$ cat src/rtl/local_mem_arbiter.sv
// Two-port arbiter for a single-ported local memory: port 0 fixed priority, bounded port-1 starvation, lock support.
// Optional stall counters enabled by defining LOCAL_MEM_ARB_PERF_EN.
module local_mem_arbiter #(
    parameter int unsigned ADDR_W       = 30,
    parameter int unsigned STARVE_LIMIT = 4
) (
    input  logic              clk,
    input  logic              rst,
    input  logic              p0_req,
    output logic              p0_ready,
    input  logic [ADDR_W-1:0] p0_addr,
    input  logic [3:0]        p0_be,
    input  logic [31:0]       p0_wdata,
    input  logic              p0_lock,
    output logic              p0_rvalid,
    output logic [31:0]       p0_rdata,
    input  logic              p1_req,
    output logic              p1_ready,
    input  logic [ADDR_W-1:0] p1_addr,
    input  logic [3:0]        p1_be,
    input  logic [31:0]       p1_wdata,
    input  logic              p1_lock,
    output logic              p1_rvalid,
    output logic [31:0]       p1_rdata,
    output logic              mem_en,
    output logic [ADDR_W-1:0] mem_addr,
    output logic [3:0]        mem_be,
    output logic [31:0]       mem_data_in,
    input  logic [31:0]       mem_data_out,
    output logic [31:0]       p0_stall_cnt,
    output logic [31:0]       p1_stall_cnt
);

    localparam int unsigned CNT_W = $clog2(STARVE_LIMIT + 1);

    typedef enum logic [1:0] {ARB, LOCK0, LOCK1} state_t;

    state_t           state, state_nxt;
    logic [CNT_W-1:0] starve_cnt, starve_nxt;
    logic             grant0, grant1, force1;

    // Lock owner wins if it still requests; otherwise fall through to normal arbitration.
    always_comb begin
        grant0     = 1'b0;
        grant1     = 1'b0;
        state_nxt  = ARB;
        starve_nxt = starve_cnt;
        force1     = (starve_cnt == CNT_W'(STARVE_LIMIT)) && p1_req;

        if (state == LOCK0 && p0_req) begin
            grant0 = 1'b1;
        end else if (state == LOCK1 && p1_req) begin
            grant1 = 1'b1;
        end else if (p0_req && !force1) begin
            grant0 = 1'b1;
        end else if (p1_req) begin
            grant1 = 1'b1;
        end

        if (grant0 && p0_lock) begin
            state_nxt = LOCK0;
        end else if (grant1 && p1_lock) begin
            state_nxt = LOCK1;
        end

        // Only unlocked port-0 wins count toward starving port 1.
        if (grant1 || !p1_req) begin
            starve_nxt = '0;
        end else if (grant0 && state == ARB && starve_cnt != CNT_W'(STARVE_LIMIT)) begin
            starve_nxt = starve_cnt + CNT_W'(1);
        end
    end

    assign p0_ready    = grant0;
    assign p1_ready    = grant1;
    assign mem_en      = grant0 | grant1;
    assign mem_addr    = grant1 ? p1_addr  : p0_addr;
    assign mem_data_in = grant1 ? p1_wdata : p0_wdata;
    assign mem_be      = grant0 ? p0_be : (grant1 ? p1_be : 4'b0000);
    assign p0_rdata    = mem_data_out;
    assign p1_rdata    = mem_data_out;

    always_ff @(posedge clk) begin
        if (rst) begin
            state      <= ARB;
            starve_cnt <= '0;
            p0_rvalid  <= 1'b0;
            p1_rvalid  <= 1'b0;
        end else begin
            state      <= state_nxt;
            starve_cnt <= starve_nxt;
            p0_rvalid  <= grant0 && (p0_be == 4'b0000);
            p1_rvalid  <= grant1 && (p1_be == 4'b0000);
        end
    end

`ifdef LOCAL_MEM_ARB_PERF_EN
    // Cycles each port spent requesting without being granted.
    always_ff @(posedge clk) begin
        if (rst) begin
            p0_stall_cnt <= 32'd0;
            p1_stall_cnt <= 32'd0;
        end else begin
            if (p0_req && !grant0) p0_stall_cnt <= p0_stall_cnt + 32'd1;
            if (p1_req && !grant1) p1_stall_cnt <= p1_stall_cnt + 32'd1;
        end
    end
`else
    assign p0_stall_cnt = 32'd0;
    assign p1_stall_cnt = 32'd0;
`endif

endmodule

$ cat config.mk
export PLATFORM = sky130hd
export DESIGN_NAME = local_mem_arbiter
export DESIGN_NICKNAME = d
export VERILOG_FILES = /design/src/rtl/local_mem_arbiter.sv
export SDC_FILE = /design/constraint.sdc
export NUM_CORES = 1
export LEC_CHECK = 0
export ABC_CLOCK_PERIOD_IN_PS = 2600
export CAP_MARGIN = 10
export CORE_AREA = 2 2 144 146
export CTS_CLUSTER_SIZE = 14
export DETAILED_ROUTE_END_ITERATION = 10
export DIE_AREA = 0 0 146 148
export SETUP_SLACK_MARGIN = 0.3
export SLEW_MARGIN = 40
export SYNTH_ARGS = -nofsm -noshare
export SYNTH_HDL_FRONTEND = slang
export SYNTH_SLANG_ARGS = --single-unit
$ cat constraint.sdc
create_clock -name clk -period 2.6 [get_ports clk]
set_input_delay 0.39 -clock clk [delete_from_list [all_inputs] [get_ports clk]]
set_output_delay 0.39 -clock clk [all_outputs]
set_load 0.01 [all_outputs]
======== Word level (Yosys, flattened, before mapping) ========
Index checks and enable logic that the tools add are counted.
word-level totals
  input port bits ......................... 170
  flip-flop bits (word level) ............. 7
  word-level logic and storage cells ...... 42
operators by class
  bitwise logic cells ..................... 1
  equality and inequality tests ........... 4
  reductions and logical operators ........ 18
  add/subtract/negate cells ............... 1
  muxes and demuxes ....................... 13
operator list
  operator                                                         number
  32-bit two-way mux                                               1
  30-bit two-way mux                                               1
  1-bit logical AND                                                10
  4-bit logical NOT                                                2
  1-bit two-way mux                                                8
  4-bit two-way mux                                                2
  2-bit OR reduction                                               2
  3-bit by 1-bit adder with 3-bit output, second input constant    1
  3-bit == test, second input constant                             1
  3-bit inequality test, second input constant                     1
  2-bit by 1-bit == test with 1-bit output, second input constant  1
  2-bit == test, second input constant                             1
  1-bit logical NOT                                                2
  2-bit logical NOT                                                1
  2-bit two-way mux                                                1
  1-bit logical OR                                                 1
  1-bit OR                                                         1

======== Logic depth before layout (Yosys ltp) ========
Gate-level depths: netlist of the first run.
  depth in word-level cells ............... 10
  mapped depth ............................ 7
  depth with buffers taken out ............ 7

======== Worst setup path after synthesis of the first run ========
Ideal clock, no wire load.
  path type ............................... reg-to-output
  start point ............................. register starve_cnt[0]
  end point ............................... output port mem_addr[0]
  arrival ................................. 1.646 ns
  path buffers ............................ 1
  slack ................................... 0.564 ns
  cell stages (with the launch flop) ...... 8
  path through ............................ dfxtp_1 -> inv_1 -> ha_1 -> nand2_1 -> o21ai_2 -> a31oi_4 -> buf_6 -> mux2_2
on the way
  word-level cells in the longest chain between the ends .. 8
RTL lines
  what                      RTL line  source
  start: declaration        39        logic [CNT_W-1:0] starve_cnt, starve_nxt;
  start signal: assignment  91        starve_cnt <= starve_nxt;
  3-bit == test             48        force1 = (starve_cnt == CNT_W'(STARVE_LIMIT)) && p1_req;
  1-bit logical AND         48
  1-bit logical NOT         54        end else if (p0_req && !force1) begin
  1-bit logical AND         54
  1-bit two-way mux         54
  1-bit two-way mux         52        end else if (state == LOCK1 && p1_req) begin
  1-bit two-way mux         50        if (state == LOCK0 && p0_req) begin
  30-bit two-way mux        77        assign mem_addr = grant1 ? p1_addr : p0_addr;
  end: declaration          26        output logic [ADDR_W-1:0] mem_addr,
No other way between the ends.

======== Worst setup path after layout of the first run ========
  start point ............................. register starve_cnt[0]
  end point ............................... output port mem_data_in[14]
on the way
  word-level cells in the longest chain between the ends .. 8
RTL lines
  what                RTL line  source
  3-bit == test       48
  1-bit logical AND   48
  1-bit logical NOT   54
  1-bit logical AND   54
  1-bit two-way mux   54
  1-bit two-way mux   52
  1-bit two-way mux   50
  32-bit two-way mux  78        assign mem_data_in = grant1 ? p1_wdata : p0_wdata;
  end: declaration    28        output logic [31:0] mem_data_in,
No other way between the ends.

==> impl_results.md, run 1 <==
* Max cap viols at 0
* Peak supply drop at 0.143 mV
* R2R Path End: p1_rvalid
* Core area at 0.0200 mm2
* Top post-synthesis cells by area: buf_4 45%, mux2_2 33%, dfxtp_1 6.5%
* Fmax at 0.417 GHz
* Clock tree buffer depth at 2
* Period utilization at 0.922
* Ys Warns at 0
* Drt first pass iters at 4
* Top_reg_cell synth: dfxtp_1
* Die width at 146 um
* Worst reg-to-reg setup slack at 1.08 ns
* Worst R2R Start: starve_cnt[0]
* Gr usage total at 0.0785
* WP data arrival at 2.01 ns
* CTS Hold Bufs at 0
* Cell count after synthesis at 242
* CP max stage cell: dfxtp_2
* Initial antenna violation count at 0
* Root buffer cell: clkbuf_16
* Register area share after synthesis at 0.0655
* Worst path cell trace: inv_2 > ha_4 > nand2_4 > o21ai_4 > a31oi_4 > buf_12 > buf_6 > buf_12 > buf_12 > mux2_4 > buf_6
* Worst setup SP type: flip-flop
* Minimum clock period at 2.40 ns
* Final setup margin at 0.203 ns
* Avg WL per Cell at 14.5 um
* Final #Nets at 588
* DRT iter0 DRCs at 14
* RD Place Congestion at 0.718
* Power per cell area at 256 mW/mm2
* Antenna-violating nets left at 0
* Worst-case reg-to-reg path depth at 9
* Starting Density at 0.107
* Max incr delay on CP at 0.32 ns
* Drt total wl at 9920 um
* Endpoint class of the critical path: output pin
* Worst hold margin at 0.565 ns
* Worst-path clk slew at 0.03 ns
* Die Y at 148 um
* RSZ-0062 raised after global routing: yes
* CP max FO at 6
* Pleak at 2.09 nW
* Number of global-route vias before repair at 2074
* # port buffers at 208
* Clock Skews at 0.000705 ns
* Worst hold path depth at 2
* DRC at 0
* Hold Startpoint: starve_cnt[2]
* CTS tree: built
* Synthesized area at 0.00214 mm2
* Num CTS Buffers at 3
* Global-route wire length before repair at 13100 um
* Hold Path End: starve_cnt[2]
* Synth Area per Inst at 8.84 um2
* DP Worst Slack at -0.117 ns
* Largest net degree at the start of global routing at 14
* Diode count at 0
* Share of the synthesized area in the top cell type at 0.449
* Final Util at 0.227
* Final Max Slew Viols at 0
* Async SR Flop Fraction at 0
* Area leader, netlist: buf_4
* Setup CP Type: reg2out
* # rows at 52
* Status: complete, no violations
* Fillers at 2213
* Clock Sinks at 7
* Via Count at 2093
* Share of layout cells above drive strength 1 at 0.429
* Clock Latency Late Sink at 0.23 ns
* Setup violators final at 0
* Unique masters post-synth at 29
* Die ar. at 0.0216 mm2
* H-tree depth at 1
* Grt total ovfl at 0
* Post-synth EDFFs at 0
* Area Overhead vs Synth at 113%
* Vias per std cell at 3.06
* Final hold vios at 0
* HPWL after DPL at 8020 um
* Top cell by count, worst path: buf_12
* Post-synthesis register bit count at 7
* Hold Crit Class: reg2reg
* CP required at 2.21 ns
* I/O Pins at 369
worst max path at each step:
stage             startpoint         endpoint  slack [ns]  depth (start not counted)
2_1_floorplan  starve_cnt[0]      mem_addr[0]        0.56                          7
3_3_place_gp          p1_req  mem_data_in[25]       -0.11                          7
3_5_place_dp          p1_req      mem_addr[9]       -0.12                          7
4_1_cts        starve_cnt[1]     mem_addr[26]        0.16                         10
5_1_grt        starve_cnt[0]     mem_addr[11]        0.13                         11
6_report       starve_cnt[0]  mem_data_in[14]        0.20                         11
timing repair:
action | in CTS | in global routing
endpoints found under the setup margin | 68 | 67
setup buffers | 11 | 1
pin swaps | 7 | 2
cloned | 3 | 1
resized for setup | 367 | 45
layer usage:
| layer | share of wire | track usage | up-vias |
|---|---|---|---|
| li1 | - | - | 969 |
| met5 | 0 | 0 | - |
| met4 | 0.010 | 0.0170 | 0 |
| met1 | 0.36 | 0.0910 | 918 |
| met2 | 0.49 | 0.129 | 186 |
| met3 | 0.14 | 0.0407 | 20 |
registers in the layout, summed over array words and instances (netlist names):
signal      flops
starve_cnt      3
state           2
p0_rvalid       1
p1_rvalid       1
worst max-delay path, delay by kind of cell (launching register included):
family                     cells  cell delay (ns)
adders and majority gates      1             0.16
DFF                            1             0.32
and+or+nand+nor                1             0.06
buffers and inverters          6             0.65
muxes                          1             0.30
AOI/OAI and AO/OA              2             0.28
layout by cell type, fill, tap and decap left out, types with 2 or more instances in the layout:
| cell | n |
|---|---|
| clkdlybuf4s50_1 | 138 |
| buf_6 | 65 |
| conb_1 | 64 |
| mux2_4 | 50 |
| mux2_2 | 12 |
| buf_2 | 10 |
| buf_4 | 9 |
| buf_12 | 6 |
| buf_8 | 5 |
| a22o_1 | 4 |
| nor2_1 | 4 |
| clkbuf_16 | 4 |
| dfxtp_1 | 4 |
| buf_16 | 3 |
| dlygate4sd2_1 | 3 |
| dfxtp_2 | 3 |
| inv_2 | 2 |
| inv_1 | 2 |
| and3_1 | 2 |
| a21oi_1 | 2 |
| or4_1 | 2 |
power breakdown:
part,internal [mW],total [mW],switching (mW)
combinational,0.522,0.794,0.273
sequential,0.111,0.113,0.00243
clock,0.203,0.256,0.0526
total,0.836,1.16,0.328
cell usage after synthesis (2+ instances only):
| cell type | count |
|---|---|
| dfxtp_1 | 7 |
| and3_1 | 2 |
| nand2_1 | 2 |
| or4_1 | 2 |
| a21oi_1 | 2 |
| inv_1 | 4 |
| mux2_2 | 62 |
| buf_6 | 6 |
| a22o_1 | 4 |
| ha_1 | 2 |
| buf_4 | 128 |
| nor2_1 | 4 |
cells by family (layout without fill, tap and decap cells):
| group | count (synthesis) | count (layout) | synth area share |
|---|---|---|---|
| AO/OA/AOI/OAI | 11 | 11 | 0.0485 |
| adder cells (fa/ha/maj) | 2 | 2 | 0.0117 |
| buffers and inverters | 139 | 249 | 0.489 |
| flip-flops | 7 | 7 | 0.0655 |
| multiplexers | 62 | 62 | 0.326 |
| other | 1 | 64 | 0.00175 |
| AND/OR/NAND/NOR | 20 | 20 | 0.0567 |
layout make-up:
type | instances | area, um2 | area share
clock buffer | 4 | 78.8 | 0.0173
tap | 270 | 338 | 0.0742
multi-input combinational | 159 | 1410 | 0.310
inverter | 5 | 21.3 | 0.00467
sequential | 7 | 144 | 0.0316
timing repair buffer | 240 | 2560 | 0.563
through the flow:
stage / std cells / total power [mW] / setup TNS [ns] / cell area [um2]
after CTS: 683 / 1.14 / 0 / 4460
after global routing: 685 / 1.22 / 0 / 4550
after detailed placement: 665 / 0.778 / -5.39 / 3940
after floorplan: 305 / 0.521 / 0 / 2380
final: 685 / 1.16 / 0 / 4550
after global placement: 665 / 0.776 / -5.40 / 3940
Note: power is estimated with default switching activity, not from simulation.
==> run 2, diff against run 1 <==
REMOVE_ABC_BUFFERS = 1   (was unset)
==> run 2 against run 1 <==
Via count rose by 4.1%; setup slack got worse by 0.080 ns; die area did not move; global-route usage rose by 1.4 points; critical path type unchanged; largest cell class unchanged.
==> impl_results.md, run 2 (synthesized netlist as in run 1, its figures left out) <==
* Status: complete, no violations
* Global-route wire length before repair at 15000 um
* DRC at 0
* Biggest regs: starve_cnt: 3 flops, state: 2 flops
* Worst path cell trace: inv_2 > ha_4 > nand2_4 > o21ai_4 > a31oi_4 > buf_12 > buf_16 > buf_12 > buf_16 > mux2_4 > buf_6
* Clock Skews at 0.00271 ns
* Setup CP Type: reg2out
* DRT iter0 DRCs at 81
* # port buffers at 208
* Max incr delay on CP at 0.33 ns
* RD Place Congestion at 0.733
* Clock Latency Late Sink at 0.23 ns
* Post-route cell area at 0.00443 mm2
* Reg with most FFs: starve_cnt
* Hold Crit Class: reg2reg
* Die ar. at 0.0216 mm2
* Vias per std cell at 3.20
* # rows at 52
* Largest net degree at the start of global routing at 15
* Minimum clock period at 2.48 ns
* Largest register FFs at 3
* Fmax at 0.404 GHz
* Num CTS Buffers at 3
* Clock tree buffer depth at 2
* Gr usage total at 0.0929
* Pleak at 2.01 nW
* Worst-path clk slew at 0.04 ns
* Initial antenna violation count at 0
* Avg WL per Cell at 16.7 um
* Max cap viols at 0
* Antenna-violating nets left at 0
* CP max stage cell: dfxtp_2
* Fillers at 2216
* Final Max Slew Viols at 0
* CP required at 2.21 ns
* Core area at 0.0200 mm2
* I/O Pins at 369
* Final Util at 0.221
* Die Y at 148 um
* RSZ-0062 raised after global routing: yes
* Power per cell area at 255 mW/mm2
* H-tree depth at 1
* Peak supply drop at 0.162 mV
* Worst setup SP type: flip-flop
* Final hold vios at 0
* Grt total ovfl at 0
* Number of global-route vias before repair at 2231
* Share of layout cells above drive strength 1 at 0.384
* Drt first pass iters at 3
* Placed cell areas at 0.00392 mm2
* Setup violators final at 0
* HPWL after DPL at 9140 um
* Endpoint class of the critical path: output pin
* Via Count at 2178
* Die width at 146 um
* Clock Sinks at 7
* Period utilization at 0.953
* Drt total wl at 11400 um
* Commonest non-fill, non-tap cell in the layout: clkdlybuf4s50_1
* Area Overhead vs Synth at 107%
* CP max FO at 8
* Diode count at 0
* Commonest cells after routing, fill and taps aside: 138 x clkdlybuf4s50_1, 64 x conb_1, 50 x buf_6
* CTS tree: built
* Root buffer cell: clkbuf_16
* Final #Nets at 584
* Starting Density at 0.107
* WP data arrival at 2.09 ns
-- run 2: cell types whose count changed in the layout (fill, tap and decap cells not counted), sizes merged --
cell / previous run / this run
buf: 98 / 72
clkbuf: 5 / 12
dlygate4sd2: 3 / 17
dlymetal6s2s: 0 / 1
-- run 2: per-stage QoR --
step / setup slack, ns / setup TNS, ns / instances / power, mW / hold slack [ns]
2_1_floorplan: -0.223 / -11.00 / 171 / 0.337 / 0.466
3_3_place_gp: -0.209 / -9.90 / 666 / 0.772 / 0.526
3_5_place_dp: -0.177 / -8.45 / 666 / 0.770 / 0.533
4_1_cts: 0.0831 / 0 / 677 / 1.06 / 0.550
5_1_grt: 0.0419 / 0 / 681 / 1.19 / 0.585
6_report: 0.123 / 0 / 681 / 1.13 / 0.548
-- run 2: routing by layer --
metal	GRT usage	vias to the layer above	routed length, um
met3	0.0880	8	2250
met5	0.0591	-	139
met4	0.00825	4	29
met2	0.125	215	4840
met1	0.106	985	4130
li1	-	966	-
-- run 2: cell type report --
class	count	area, um2	area share
flip-flops and latches	7	144	0.0325
clock buffers	4	78.8	0.0178
well taps	270	338	0.0763
inverters	5	21.3	0.00480
multi-input cells	159	1370	0.310
repair buffers	236	2470	0.558
-- run 2: what timing repair did --
action / CTS / global route
hold buffers: 0 / 0
setup buffers: 5 / 3
setup endpoints to repair: 68 / 67
pin swaps: 3 / 1
endpoints found under the hold margin: 0 / 0
resized for setup: 224 / 116
gates cloned: 2 / 1
-- run 2: worst max-delay path, delay by kind of cell, from the launching register on --
| kind | cells | cell delay, ns |
|---|---|---|
| compound gates | 2 | 0.28 |
| fa+ha+maj | 1 | 0.17 |
| buf+inv | 6 | 0.69 |
| flops | 1 | 0.33 |
| mux | 1 | 0.31 |
| simple gates | 1 | 0.06 |
-- run 2: path summary, 6_finish.rpt --
check / to / slack (ns) / start / cells after the start
worst max-delay path: mem_addr[7] / 0.12 / starve_cnt[1] / 11
worst min register to register: starve_cnt[0] / 0.55 / starve_cnt[0] / 3
worst min-delay path: starve_cnt[0] / 0.55 / starve_cnt[0] / 3
worst max register to register: state[0] / 1.13 / starve_cnt[1] / 8
-- run 2: where the power goes --
| part | leakage (nW) | switching, mW | internal [mW] |
|---|---|---|---|
| clock network | 0.0382 | 0.0603 | 0.204 |
| registers | 0.0581 | 0.00251 | 0.110 |
| logic | 1.91 | 0.262 | 0.488 |
